$ cat src/rtl/vga_pattern_gen.sv
// Test-pattern pixel source for vga_core: follows frame_active/vert_active to track the
// active-pixel position and drives one registered colour per active pixel.
module vga_pattern_gen #(
    parameter int CHECKER_LOG2 = 5
) (
    input  logic        pxl_clk,
    input  logic        pxl_rst,
    input  logic [31:0] horz_res,
    input  logic [2:0]  pattern_sel,
    input  logic [23:0] solid_rgb,
    input  logic        vert_active,
    input  logic        frame_active,
    output logic [7:0]  rgb_red,
    output logic [7:0]  rgb_green,
    output logic [7:0]  rgb_blue,
    output logic [11:0] pxl_x,
    output logic [11:0] pxl_y,
    output logic [7:0]  frame_cnt,
    output logic        frame_start
);

    logic        fa_q;
    logic        va_q;
    logic        line_end;
    logic        frame_end;

    // sync | meaning
    // 0    | waiting for first vert_active fall, outputs blank
    // 1    | locked to frame timing, patterns enabled
    logic        sync;

    logic [2:0]  pattern_q;
    logic [23:0] solid_q;
    logic [11:0] bar_w;
    logic [11:0] x_cnt;
    logic [11:0] y_cnt;
    logic [11:0] bar_cnt;
    logic [2:0]  bar_idx;

    logic [31:0] hres_div;
    logic [11:0] bar_w_nxt;
    logic [23:0] bar_rgb;
    logic [23:0] pix_rgb;

    assign line_end  = fa_q & ~frame_active;
    assign frame_end = va_q & ~vert_active;

    assign hres_div  = horz_res >> 3;
    assign bar_w_nxt = (hres_div == 32'd0) ? 12'd1 : hres_div[11:0];

    always_comb begin
        bar_rgb = 24'h000000;
        case (bar_idx)
            3'd0:    bar_rgb = 24'hFFFFFF;
            3'd1:    bar_rgb = 24'hFFFF00;
            3'd2:    bar_rgb = 24'h00FFFF;
            3'd3:    bar_rgb = 24'h00FF00;
            3'd4:    bar_rgb = 24'hFF00FF;
            3'd5:    bar_rgb = 24'hFF0000;
            3'd6:    bar_rgb = 24'h0000FF;
            default: bar_rgb = 24'h000000;
        endcase

        pix_rgb = 24'h000000;
        case (pattern_q)
            3'd0:    pix_rgb = solid_q;
            3'd1:    pix_rgb = bar_rgb;
            3'd2:    pix_rgb = (x_cnt[CHECKER_LOG2] ^ y_cnt[CHECKER_LOG2]) ? 24'hFFFFFF : 24'h000000;
            3'd3:    pix_rgb = {3{x_cnt[7:0]}};
            3'd4:    pix_rgb = {3{y_cnt[7:0]}};
            3'd5:    pix_rgb = {x_cnt[7:0] + frame_cnt, y_cnt[7:0], frame_cnt};
            default: pix_rgb = 24'h000000;
        endcase
    end

    always_ff @(posedge pxl_clk) begin
        if (pxl_rst) begin
            fa_q        <= 1'b0;
            va_q        <= 1'b0;
            sync        <= 1'b0;
            frame_start <= 1'b0;
            frame_cnt   <= 8'd0;
            pattern_q   <= 3'd0;
            solid_q     <= 24'h000000;
            bar_w       <= 12'd1;
            x_cnt       <= 12'd0;
            y_cnt       <= 12'd0;
            bar_cnt     <= 12'd0;
            bar_idx     <= 3'd0;
            pxl_x       <= 12'd0;
            pxl_y       <= 12'd0;
            rgb_red     <= 8'h00;
            rgb_green   <= 8'h00;
            rgb_blue    <= 8'h00;
        end else begin
            fa_q        <= frame_active;
            va_q        <= vert_active;
            frame_start <= frame_end;

            // Frame end takes priority over any concurrent line or pixel counting.
            if (frame_end) begin
                sync      <= 1'b1;
                if (sync)
                    frame_cnt <= frame_cnt + 8'd1;
                pattern_q <= pattern_sel;
                solid_q   <= solid_rgb;
                bar_w     <= bar_w_nxt;
                x_cnt     <= 12'd0;
                y_cnt     <= 12'd0;
                bar_cnt   <= 12'd0;
                bar_idx   <= 3'd0;
            end else if (sync) begin
                if (frame_active) begin
                    x_cnt <= x_cnt + 12'd1;
                    if (bar_cnt == bar_w - 12'd1) begin
                        bar_cnt <= 12'd0;
                        if (bar_idx != 3'd7)
                            bar_idx <= bar_idx + 3'd1;
                    end else begin
                        bar_cnt <= bar_cnt + 12'd1;
                    end
                end else if (line_end) begin
                    x_cnt   <= 12'd0;
                    bar_cnt <= 12'd0;
                    bar_idx <= 3'd0;
                    y_cnt   <= y_cnt + 12'd1;
                end
            end

            if (sync && frame_active) begin
                {rgb_red, rgb_green, rgb_blue} <= pix_rgb;
                pxl_x <= x_cnt;
                pxl_y <= y_cnt;
            end else begin
                {rgb_red, rgb_green, rgb_blue} <= 24'h000000;
            end
        end
    end

endmodule

$ cat config.mk
export PLATFORM = sky130hd
export DESIGN_NAME = vga_pattern_gen
export DESIGN_NICKNAME = d
export VERILOG_FILES = /design/src/rtl/vga_pattern_gen.sv
export SDC_FILE = /design/constraint.sdc
export NUM_CORES = 1
export LEC_CHECK = 0
export ABC_AREA = 1
export BUFFER_PORTS_ARGS = -buffer_cell sky130_fd_sc_hd__clkbuf_2
export CAP_MARGIN = 10
export CORE_MARGIN = 4
export CORE_UTILIZATION = 35
export DETAILED_ROUTE_END_ITERATION = 8
export GPL_TIMING_DRIVEN = 0
export SYNTH_ARGS = -nofsm -noshare
export SYNTH_HDL_FRONTEND = slang
export SYNTH_SLANG_ARGS = --single-unit
$ cat constraint.sdc
create_clock -name pxl_clk -period 1.8 [get_ports pxl_clk]
set_input_delay 0.54 -clock pxl_clk [delete_from_list [all_inputs] [get_ports pxl_clk]]
set_output_delay 0.54 -clock pxl_clk [all_outputs]
set_load 0.01 [all_outputs]
==> impl_metrics.tcl, run 1 <==
set metrics [dict create \
    status "finished, violations left" \
    violations "setup timing" \
    seq_area_frac_synth 0.436 \
    cap_violations 0 \
    critPathMaxFanout 5 \
    port_buffers 115 \
    dp_hpwl_mm 14.5 \
    max_freq_ghz 0.525 \
    critical_path_required_ns 2.12 \
    start_util 0.361 \
    max-clock-path-buffers 2 \
    synth_commonest_cells "dfxtp_1 (138), nand2_1 (131), inv_1 (108), o21ai_0 (98), nor2_1 (90)" \
    p_total_mw 7.17 \
    r2r_cells 16 \
    synth_warnings 0 \
    holdWs_ns 0.316 \
    avgSynthCellArea_um2 7.50 \
    n_fill_cell 1788 \
    rsz0062_at_grt "yes" \
    crit_path_start_kind "flip-flop" \
    antennaDiodeCount 0 \
    layout.cells.non_filler 1226 \
    grt_pass1_vias 5704 \
    grt_usage 0.188 \
    min_period_ns 1.91 \
    postCtsHoldBufs 0 \
    design_area_mm2 0.00808 \
    ios 120 \
    arrival_ns 2.23 \
    synth_area_leaders "dfxtp_1 (44%), nand2_1 (7.8%), o21ai_0 (7.7%)" \
    die_y_um 143 \
    tritoncts "done" \
    syn-cell-area_mm2 0.00634 \
    first_pass_iters 5 \
    dpl_cell_area_mm2 0.00721 \
    max_slew_margin 0.655 \
    grt_pass1_wl_mm 30.0 \
    synth_area_leader_cell "dfxtp_1" \
    power.static_leakage_nw 3.34 \
    synth-seq-cells 138 \
    drive_above_1_share 0.248 \
    reg2reg_slack_ns -0.11 \
    finalHoldViolCount 0 \
    core_area_mm2 0.0175 \
    root_buffer "clkbuf_16" \
    setup_tns_ns -1.14 \
    end_kind "flip-flop" \
    synth_top_area_share 0.436 \
    synthArstFlopShare 0 \
    vias_per_cell 4.94 \
    dpl_worst_slack_ns -0.626 \
    holdCritPathClass "primary input to flip-flop" \
    h-tree-depth 4 \
    vdd_drop_max_mv 0.707 \
    drt_iter0_drc 505 \
    powerDensity_mw_per_mm2 888 \
    ys.flop_type "dfxtp_1" \
    holdPathEnd "solid_q[12]$_SDFFE_PP0P_" \
    r2r_end "bar_idx[0]$_SDFFE_PP0P_" \
    tightest_slew_ns 0.515 \
    numCtsBuffers 17 \
    final_nets 1070 \
    rows 48 \
    syn-num-nets 927 \
    clk_pin_slew_worst_paths_ns 0.06 \
    die_area_mm2 0.0203 \
    critPathKind "flip-flop to flip-flop" \
    antenna_found_initial 0 \
    routed-via-count 6053 \
    drt.antenna.violating_nets 0 \
    overflow 0 \
    routed_wirelength_mm 18.9 \
    ys_types 44 \
    cts_num_sinks 138 \
    fin_crit_sh 1.06 \
    finalSetupViolations 18 \
    syn2layout_area_growth_pct 27.5 \
    r2r_start "bar_w[1]$_SDFFE_PP0P_" \
    layout_setup_ws_ns -0.106 \
    drc_errors 0 \
    die_x_um 143 \
    grt_start_max_net_pins 17 \
    place_congestion 0.877 \
    synth_edf_count 0 \
    synth.most_common_cell "dfxtp_1" \
    clock_latency_ns 0.43 \
    hold_depth 3 \
    min_from "solid_rgb[12]" \
    wl_per_cell_um 15.4 \
    dpl.cell_count 1185 \
    fin_util 0.461 \
    drv_slew 0 \
    syn_inst 845 \
    finClkSkew_ns 0.0110 \
]
==> metal layers <==
metal	track usage	wire length [µm]
met3	0.0474	1330
met2	0.274	7940
met1	0.269	9270
met4	0.0675	384
met5	0	0
==> sequential cells by signal (all words and copies together) (netlist names), 8 cells and up <==
register   count
x_cnt         12
y_cnt         12
rgb_green      8
rgb_red        8
frame_cnt      8
bar_w         12
bar_cnt       12
pxl_x         12
solid_q       24
rgb_blue       8
pxl_y         12
==> critical path, stage by stage, from the launching register on <==
cell,delay [ns]
dfxtp_2,0.34
inv_2,0.07
ha_4,0.15
inv_2,0.04
nor2_4,0.14
nand3_4,0.10
nor2_2,0.09
nor2_1,0.04
nor2_1,0.09
nand2_1,0.07
nor2_2,0.11
nand3_2,0.10
nand2_2,0.09
buf_6,0.11
nand3_4,0.09
nor2_1,0.11
nor2_1,0.05
==> cells by family after synthesis <==
kind of cell    Yosys count  synth area share
xor+xnor                 23            0.0318
compound gates          192             0.168
fa+ha+maj                19            0.0387
buf+inv                 140            0.0853
simple gates            333             0.240
flops                   138             0.436
==> worst max path at each step <==
stage / to / slack (ns) / start
2_1_floorplan: rgb_red[6]$_SDFF_PP0_ / -0.01 / frame_cnt[0]$_SDFFE_PP0P_
3_3_place_gp: solid_q[21]$_SDFFE_PP0P_ / -0.67 / vert_active
3_5_place_dp: solid_q[21]$_SDFFE_PP0P_ / -0.63 / vert_active
4_1_cts: bar_cnt[10]$_SDFFE_PP0P_ / -0.16 / bar_w[0]$_SDFFE_PP1P_
5_1_grt: bar_idx[0]$_SDFFE_PP0P_ / -0.29 / bar_w[1]$_SDFFE_PP0P_
6_report: bar_idx[0]$_SDFFE_PP0P_ / -0.11 / bar_w[1]$_SDFFE_PP0P_
==> report_power, final <==
group	switching [mW]	internal (mW)	total [mW]
Clock	1.46	1.96	3.42
Combinational	0.362	0.236	0.598
Sequential	0.0400	3.12	3.16
Total	1.86	5.31	7.17
==> placed cells by master, fill, tap and decap left out, types with 13 or more instances in the layout <==
cell type  netlist  final
clkbuf_1        16     13
o21ai_0         98     93
clkbuf_16        0     17
xor2_1          14     14
a21oi_1         56     53
nor3_1          39     33
nor2_1          90     80
clkbuf_2         0    119
inv_1          108    105
nand3_1         19     18
nor2_2          16     21
nand2_1        131    127
ha_1            18     15
dfxtp_1        138    129
==> final cells by class <==
type / instances / area [µm²] / area share
plain buffers: 25 / 108 / 0.0133
inverters: 114 / 428 / 0.0529
clock inverters: 14 / 134 / 0.0166
well taps: 225 / 282 / 0.0348
repair buffers: 125 / 678 / 0.0839
multi-input cells: 567 / 3230 / 0.400
clock buffers: 18 / 439 / 0.0543
flip-flops and latches: 138 / 2780 / 0.344
==> repair_timing <==
item	CTS	global route
setup buffers	7	3
endpoints found under the setup margin	65	62
cloned	1	0
gates resized for setup	20	52
endpoints found under the hold margin	0	0
pin swaps	3	11
Note: power is estimated with default switching activity, not from simulation.
==> inputs of run 2 (changes only) <==
--- a/config.mk
+++ b/config.mk
@@ -10,6 +10,7 @@
 export CAP_MARGIN = 10
 export CORE_MARGIN = 4
 export CORE_UTILIZATION = 35
+export CTS_BUF_LIST = sky130_fd_sc_hd__clkbuf_8
 export DETAILED_ROUTE_END_ITERATION = 8
 export GPL_TIMING_DRIVEN = 0
 export SYNTH_ARGS = -nofsm -noshare
==> run 2 against run 1 <==
  * The run still ends with setup timing left
  * Non-clock buffer count grew 5
  * Final cell count grew 0.41%
  * Clock skew increased by 0.0074 ns
  * Register-to-register slack worse by 0.02 ns
  * Count of clock-buffer cells in the layout unchanged
  * Via count rose by 0.66%
  * Flip-flop and latch count stayed put
  * First-iteration DRC count down 20%
  * Highest routed layer unchanged
==> impl_metrics.tcl, run 2 (synthesized netlist as in run 1, its figures left out) <==
set metrics [dict create \
    clock_latency_ns 0.46 \
    core_area_mm2 0.0175 \
    root_buffer "clkbuf_8" \
    syn2layout_area_growth_pct 25.9 \
    die_area_mm2 0.0203 \
    final_common_cell "dfxtp_1" \
    grt_start_max_net_pins 17 \
    hold_depth 3 \
    grt_pass1_wl_mm 30.2 \
    die_y_um 143 \
    dp_hpwl_mm 14.5 \
    drv_slew 0 \
    port_buffers 115 \
    drt_iter0_drc 405 \
    first_pass_iters 5 \
    vias_per_cell 4.95 \
    regMostFlops "solid_q" \
    largest_reg_flops 24 \
    place_congestion 0.877 \
    wl_per_cell_um 15.5 \
    layout_common_cells "dfxtp_1 (128), nand2_1 (127), clkbuf_2 (118)" \
    vdd_drop_max_mv 0.484 \
    tritoncts "done" \
    die_x_um 143 \
    cap_violations 0 \
    ios 120 \
    rows 48 \
    powerDensity_mw_per_mm2 782 \
    critPathMaxFanout 5 \
    max_slew_margin 0.660 \
    layout_setup_ws_ns -0.128 \
    critPathKind "flip-flop to flip-flop" \
    finClkSkew_ns 0.0184 \
    finalSetupViolations 16 \
    min_from "solid_rgb[12]" \
    setup_tns_ns -1.31 \
    dpl.cell_count 1185 \
    status "finished, violations left" \
    layout.cells.non_filler 1231 \
    drc_errors 0 \
    end_kind "flip-flop" \
    rsz0062_at_grt "yes" \
    violations "setup timing" \
    antennaDiodeCount 0 \
    postCtsHoldBufs 0 \
    critical_path_required_ns 2.15 \
    clk_pin_slew_worst_paths_ns 0.08 \
    fin_crit_sh 1.07 \
    final_nets 1075 \
    max_freq_ghz 0.519 \
    power.static_leakage_nw 3.30 \
    cts_num_sinks 138 \
    finalHoldViolCount 0 \
    dpl_worst_slack_ns -0.626 \
    overflow 0 \
    grt_pass1_vias 5776 \
    drive_above_1_share 0.253 \
    routed-via-count 6093 \
    min_period_ns 1.93 \
    routed_wirelength_mm 19.0 \
    h-tree-depth 4 \
    grt_usage 0.188 \
    holdCritPathClass "primary input to flip-flop" \
    drt.antenna.violating_nets 0 \
    reg2reg_slack_ns -0.13 \
    holdPathEnd "solid_q[12]$_SDFFE_PP0P_" \
    tightest_slew_ns 0.506 \
    r2r_cells 17 \
    start_util 0.361 \
    numCtsBuffers 17 \
    arrival_ns 2.28 \
    r2r_end "bar_cnt[5]$_SDFFE_PP0P_" \
    crit_path_start_kind "flip-flop" \
    r2r_start "bar_w[1]$_SDFFE_PP0P_" \
    max-clock-path-buffers 2 \
    antenna_found_initial 0 \
]
-- run 2: cell count changes in the layout (fill, tap and decap cells not counted), sizes merged --
cell	previous run	this run
clkbuf	150	149
buf	18	24
-- run 2: repair_timing --
item                       CTS  global route
pin swaps                    3             8
resized for setup           25            53
setup endpoints to repair   66            64
cloned                       1             0
setup buffers                9             5
-- run 2: how the worst max path moves through the flow --
stage	start	end	slack, ns
2_1_floorplan	frame_cnt[0]$_SDFFE_PP0P_	rgb_red[6]$_SDFF_PP0_	-0.01
3_3_place_gp	vert_active	solid_q[21]$_SDFFE_PP0P_	-0.67
3_5_place_dp	vert_active	solid_q[21]$_SDFFE_PP0P_	-0.63
4_1_cts	bar_w[0]$_SDFFE_PP1P_	bar_cnt[10]$_SDFFE_PP0P_	-0.15
5_1_grt	bar_w[1]$_SDFFE_PP0P_	bar_cnt[5]$_SDFFE_PP0P_	-0.26
6_report	bar_w[1]$_SDFFE_PP0P_	bar_cnt[5]$_SDFFE_PP0P_	-0.13
-- run 2: cell type report --
| type | count | area [µm²] |
|---|---|---|
| tap | 225 | 282 |
| fill | 1794 | 9560 |
| clock buffer | 18 | 248 |
| timing repair buffer | 130 | 732 |
| buffer | 25 | 106 |
| inverter | 114 | 430 |
| clock inverter | 14 | 134 |
| sequential | 138 | 2780 |
| multi-input combinational | 567 | 3260 |
-- run 2: critical path: stages (launching register included) --
cell and delay (ns):
dfxtp_2 0.34, inv_2 0.07, ha_4 0.15, inv_2 0.04, nor2_4 0.14, nand3_4 0.10, nor2_2 0.09, nor2_1 0.04
nor2_1 0.08, nand2_1 0.08, nor2_2 0.11, nand3_2 0.10, nand2_2 0.09, nand2_2 0.06, nand2_4 0.08, buf_12 0.11
buf_16 0.11, nor2_2 0.03
-- run 2: metal layers --
layer,track usage,share of wire
met5,0,0
met4,0.0780,0.025
met3,0.0407,0.075
met2,0.275,0.42
met1,0.269,0.48
-- run 2: power breakdown --
group	internal, mW	leakage, nW	total (mW)	switching [mW]
Sequential	3.11	1.12	3.15	0.0399
Clock	1.15	0.180	2.48	1.33
Combinational	0.244	2.00	0.604	0.361
-- run 2: metrics by stage --
stage	power [mW]	cell area, µm²	hold slack [ns]	util
2_1_floorplan	3.54	6350	0.446	-
3_3_place_gp	3.74	7210	0.470	0.411
3_5_place_dp	3.75	7210	0.475	0.411
4_1_cts	6.25	7780	0.272	0.443
5_1_grt	6.49	7980	0.278	0.455
6_report	6.24	7980	0.285	0.455
